$ cat src/rtl/cc_pkg.sv
// Shared CC definitions: line/beat geometry and the state encoding used by the
// R-channel serializer and its fill-path deserializer counterpart.
package cc_pkg;

    localparam int CC_BEAT_W = 64;
    localparam int CC_BEATS  = 8;
    localparam int CC_LINE_W = CC_BEAT_W * CC_BEATS;
    localparam int CC_OFS_W  = $clog2(CC_BEATS);

    typedef enum logic {
        S_IDLE,
        S_SEND
    } cc_ser_state_t;

    typedef logic [CC_LINE_W-1:0] cc_line_t;

endpackage

$ cat src/rtl/cc_beat_mux.sv
// Combinational BEATS:1 word select; picks word idx out of a packed cache line
// by indexing, so the line buffer never has to shift.
module cc_beat_mux
    import cc_pkg::*;
#(
    parameter int DATA_W = CC_BEAT_W,
    parameter int BEATS  = CC_BEATS,
    parameter int OFS_W  = CC_OFS_W
) (
    input  logic [DATA_W*BEATS-1:0] line,
    input  logic [OFS_W-1:0]        idx,
    output logic [DATA_W-1:0]       word
);

    logic [DATA_W-1:0] words [BEATS];

    for (genvar w = 0; w < BEATS; w++) begin : g_word
        assign words[w] = line[w*DATA_W +: DATA_W];
    end

    assign word = words[idx];

endmodule

$ cat src/rtl/cc_line_serializer.sv
// CC->INCT R-channel transmitter: latches a cache line and sends it as a
// critical-word-first, wrapping burst of BEATS beats.
module cc_line_serializer
    import cc_pkg::*;
#(
    parameter int DATA_W = CC_BEAT_W,
    parameter int BEATS  = CC_BEATS,
    parameter int OFS_W  = CC_OFS_W,
    parameter int LINE_W = DATA_W * BEATS
) (
    input  logic              clk,
    input  logic              rst,
    input  logic              line_valid_i,
    output logic              line_ready_o,
    input  logic [LINE_W-1:0] line_data_i,
    input  logic [OFS_W-1:0]  line_ofs_i,
    output logic [DATA_W-1:0] inct_rdata_o,
    output logic              inct_rlast_o,
    output logic              inct_rvalid_o,
    input  logic              inct_rready_i
);

    localparam logic [OFS_W-1:0] LAST_CNT = OFS_W'(BEATS - 1);

    cc_ser_state_t     state;
    cc_ser_state_t     state_next;
    logic [OFS_W-1:0]  cnt;
    logic [OFS_W-1:0]  ofs;
    logic [OFS_W-1:0]  idx;
    logic [LINE_W-1:0] line_buf;
    logic              accept;
    logic              beat_done;
    logic              last_done;

    // OFS_W-bit sum: truncation provides the modulo-BEATS wrap
    assign idx = ofs + cnt;

    assign inct_rvalid_o = (state == S_SEND);
    assign inct_rlast_o  = inct_rvalid_o && (cnt == LAST_CNT);
    assign beat_done     = inct_rvalid_o && inct_rready_i;
    assign last_done     = beat_done && inct_rlast_o;
    assign line_ready_o  = (state == S_IDLE) || last_done;
    assign accept        = line_valid_i && line_ready_o;

    always_comb begin
        state_next = state;
        case (state)
            S_IDLE:  if (accept) state_next = S_SEND;
            S_SEND:  if (last_done && !accept) state_next = S_IDLE;
            default: state_next = S_IDLE;
        endcase
    end

    always_ff @(posedge clk) begin
        if (rst) begin
            state <= S_IDLE;
        end else begin
            state <= state_next;
        end
    end

    // Accept wins over beat advance: a line taken on the last beat restarts at cnt=0
    always_ff @(posedge clk) begin
        if (rst) begin
            cnt      <= '0;
            ofs      <= '0;
            line_buf <= '0;
        end else if (accept) begin
            line_buf <= line_data_i;
            ofs      <= line_ofs_i;
            cnt      <= '0;
        end else if (beat_done) begin
            cnt <= cnt + OFS_W'(1);
        end
    end

    cc_beat_mux #(
        .DATA_W (DATA_W),
        .BEATS  (BEATS),
        .OFS_W  (OFS_W)
    ) u_beat_mux (
        .line (line_buf),
        .idx  (idx),
        .word (inct_rdata_o)
    );

endmodule

$ cat config.mk
export PLATFORM = sky130hd
export DESIGN_NAME = cc_line_serializer
export DESIGN_NICKNAME = d
export VERILOG_FILES = /design/src/rtl/cc_pkg.sv /design/src/rtl/cc_beat_mux.sv /design/src/rtl/cc_line_serializer.sv
export SDC_FILE = /design/constraint.sdc
export NUM_CORES = 1
export LEC_CHECK = 0
export CAP_MARGIN = 30
export CORE_MARGIN = 1.5
export CORE_UTILIZATION = 41
export CTS_CLUSTER_SIZE = 28
export DETAILED_ROUTE_END_ITERATION = 7
export MAX_ROUTING_LAYER = met4
export PLACE_DENSITY = 0.68
export SLEW_MARGIN = 10
export SYNTH_ARGS = -nofsm -noshare
export SYNTH_HDL_FRONTEND = slang
export SYNTH_SLANG_ARGS = --single-unit
$ cat constraint.sdc
create_clock -name clk -period 5 [get_ports clk]
set_input_delay 1 -clock clk [delete_from_list [all_inputs] [get_ports clk]]
set_output_delay 1 -clock clk [all_outputs]
set_load 0.01 [all_outputs]
==> out/qor_table.md <==
| Parameter | This run |
| --- | --- |
| Largest incremental delay on the critical path | 790 ps |
| Number of global-route vias before repair | 21300 |
| Internal power component | 0.00770 W |
| Area of the die | 0.0588 mm^2 |
| Critical path required time | 4000 ps |
| H-tree depth | 2 |
| Final worst path period share | 95.7% |
| Post-synth EDFFs | 0 |
| CTS clock-pin slew for the worst setup and hold paths | 60 ps |
| Max_cap viols | 0 |
| Fill cell count | 4939 |
| Detailed-route vias per instance | 5.87 |
| Unrepaired setup endpoints after global routing | false |
| Post-Synthesis Net Count | 3121 |
| Power share of the clock group | 39.9% |
| Detailed-placement wirelength estimate | 53000 um |
| Routability-driven placement congestion ratio | 0.923 |
| Highest clock rate | 0.209 GHz |
| Reported net switching power | 0.00269 W |
| Most used cells in the layout excluding fill and tap cells | sky130_fd_sc_hd__clkdlybuf4s50_1 (583), sky130_fd_sc_hd__dfxtp_1 (519), sky130_fd_sc_hd__a21oi_1 (516), sky130_fd_sc_hd__nand3_1 (515), sky130_fd_sc_hd__o21ai_0 (515) |
| Max Slew Vio Count | 0 |
| Count of TritonRoute iterations in the first routing pass | 7 |
| Number of clock sinks | 519 |
| Post-synthesis sequential element count | 519 |
| Proportion of netlist area held by the largest area contributor | 44.2% |
| Routed wire per std cell | 21.6 um |
| Critical path's top delay family | adder cells |
| Yosys Warn Count | 0 |
| # DRC | 0 |
| Most area-hungry cell type in the Yosys netlist | sky130_fd_sc_hd__dfxtp_1 |
| Post-synthesis cell type count | 26 |
| Remaining max-slew budget at the tightest pin | 23.0% |
| Remaining number of nets flagged by the antenna check after routing | 0 |
| Number of buffers and inverters on the critical path | 3 |
| Post-CTS repair timing setup buffer count | 2 |
| Total track usage | 27.3% |
| Initial antenna violation count | 34 |
| Power density cells | 332 mW/mm^2 |
| Ratio of cells with drive above 1 in the final layout | 10.7% |
| Prevailing post-synth register cell | sky130_fd_sc_hd__dfxtp_1 |
| Number of hold-repair buffers added at the cts stage | 0 |
| Status | complete, no violations |
| Final WS setup | 215 ps |
| Floorplan Core Area | 0.0565 mm^2 |
| DR iter-0 viols | 2133 |
| Count of buffers inserted at the top-level ports | 585 |
| Endpoint class of the critical path | primary output |
| Leakage | 10.8 nW |
| Proportion of power drawn by combinational gates | 16.8% |
| Total setup violations reported at the end of the flow | 0 |
| Final setup TNS | 0 ps |
| Post-route design area | 0.0313 mm^2 |
| Final period demand of the worst path | 4780 ps |
| Count of instances resized after the clock tree is built | 0 |
| Slew at the pin with the worst max-slew slack | 1160 ps |
| Minimum hold slack | 472 ps |
| Startpoint-to-endpoint class of the critical path | register to primary output |
| Worst IR Drop VDD | 0.247 mV |
| Die height | 242 um |
| Async set-or-reset flop fraction in the synthesized netlist | 0% |
| Crit path arrival time | 3780 ps |
| Mean instance size in the synthesized netlist | 9.05 um^2 |
| Worst Setup Slack post-DPL | 643 ps |
| Class of the tightest hold or removal check | register to register |
| Clock tree from TritonCTS | yes |
| Clock root cell | sky130_fd_sc_hd__clkbuf_16 |
| Wirelength, routed | 81700 um |
| Number of instances in the placed design | 3647 |
| Row count | 87 |
| Type of element launching the critical path | register |
| Ordered cell list for the critical path | ha_4, inv_1, fa_4, buf_12, mux4_2, mux2_2, clkdlybuf4s50_1 |
| Filler-free cell count of the finished design | 3785 |
| Starting density of the core | 41.6% |
| Clock latency on the worst-skew pair | 600 ps |
| Switching share of power | 25.9% |
| First-pass GRT wire length | 124000 um |
| Die width | 242 um |
| Growth of design area from synthesis to finish | 33.3% |
| Final layout net count | 3473 |
| Critical Path Slowest Stage Cell | sky130_fd_sc_hd__fa_4 |
| Cell area after synthesis | 0.0235 mm^2 |
| Commonest non-fill, non-tap cell in the layout | sky130_fd_sc_hd__clkdlybuf4s50_1 |
| Synth top area cells | sky130_fd_sc_hd__dfxtp_1 (44%), sky130_fd_sc_hd__mux4_2 (12%), sky130_fd_sc_hd__a21oi_1 (11%) |
| Share of synthesized area occupied by flip-flops and latches | 44.2% |
| Crit Path Max Fanout | 64 |
| Max Root-Sink Buffers | 3 |
| Overall via count from detail_route | 22200 |
| Share of total power in sequential cells | 43.3% |
| IO Count | 586 |
| Total overflow reported by the global router | 0 |
| Pin count of the biggest net entering global routing | 242 |
| Num CTS Buffers | 55 |
| Setup Skew | 14.0 ps |
| Final Hold Viols | 0 |
| Number of instances in the synthesized netlist | 2598 |
| Post-placement cell area | 0.0294 mm^2 |
## state kept, by name (all words and copies together) (netlist names)
signal,count
inct_rvalid_o,1
ofs,3
line_buf,512
cnt,3
## per-layer routing
| metal | GRT usage [%] | part of all wire [%] | vias up |
|---|---|---|---|
| met2 | 41.7 | 47 | 959 |
| li1 | - | - | 10300 |
| met1 | 33.8 | 40 | 10800 |
| met3 | 7.07 | 9.0 | 156 |
| met4 | 12.4 | 3.6 | 0 |
| met5 | - | 0 | - |
## per-stage QoR
| stage | power [W] | utilization (%) |
|---|---|---|
| floorplan | 0.00551 | - |
| global placement | 0.00628 | 52.1 |
| detailed placement | 0.00631 | 52.1 |
| CTS | 0.0104 | 55.3 |
| global route | 0.0108 | 55.5 |
| finish | 0.0104 | 55.5 |
## synth_stat cells, drive strengths merged, types with 2 or more instances
cell type,instances
dfxtp,519
a21oi,516
nand3,515
o21ai,515
clkbuf,228
mux4,128
buf,92
mux2,64
inv,4
ha,3
nor3,3
mux2i,2
xor2,2
## worst paths after layout
check,start,to,slack (ps),cells after the start
setup / recovery,cnt[0]$_SDFFE_PP0N_,inct_rdata_o[63],220,7
hold / removal,line_buf[261]$_SDFFE_PP0P_,line_buf[261]$_SDFFE_PP0P_,470,2
setup reg to reg,cnt[0]$_SDFFE_PP0N_,line_buf[390]$_SDFFE_PP0P_,1930,7
hold reg to reg,line_buf[261]$_SDFFE_PP0P_,line_buf[261]$_SDFFE_PP0P_,470,2
## kinds of logic (layout without fill, tap and decap cells)
kind of cell,after synthesis,count (layout),synth area share (%)
other cells,0,35,0
xor+xnor,3,3,0.224
mux,194,194,16.4
simple gates,521,521,11.1
compound gates,1032,1032,22.0
buf+inv,325,721,5.91
fa+ha+maj,4,4,0.245
flops,519,519,44.2
## power by group through the flow
stage	clock network (W)	logic, W	registers (W)
floorplan	0	0.000983	0.00453
CTS	0.00421	0.00174	0.00449
global placement	0	0.00171	0.00457
detailed placement	0	0.00173	0.00458
finish	0.00415	0.00174	0.00450
global route	0.00438	0.00187	0.00452
## final cells by class
type | count | area (um^2) | share of cell area [%]
timing repair buffer | 615 | 6290 | 20.1
inverter | 5 | 33.8 | 0.108
antenna | 35 | 87.6 | 0.279
clock buffer | 79 | 1600 | 5.09
sequential | 519 | 10400 | 33.2
clock inverter | 22 | 230 | 0.735
multi-input combinational | 1754 | 11800 | 37.5
tap | 756 | 946 | 3.02
## tightest hold or removal path, delay by kind of cell, from the launching register on
| kind | cells | cell delay, ps |
|---|---|---|
| AOI/OAI and AO/OA | 2 | 120 |
| DFF | 1 | 300 |
Note: power is estimated with default switching activity, not from simulation.
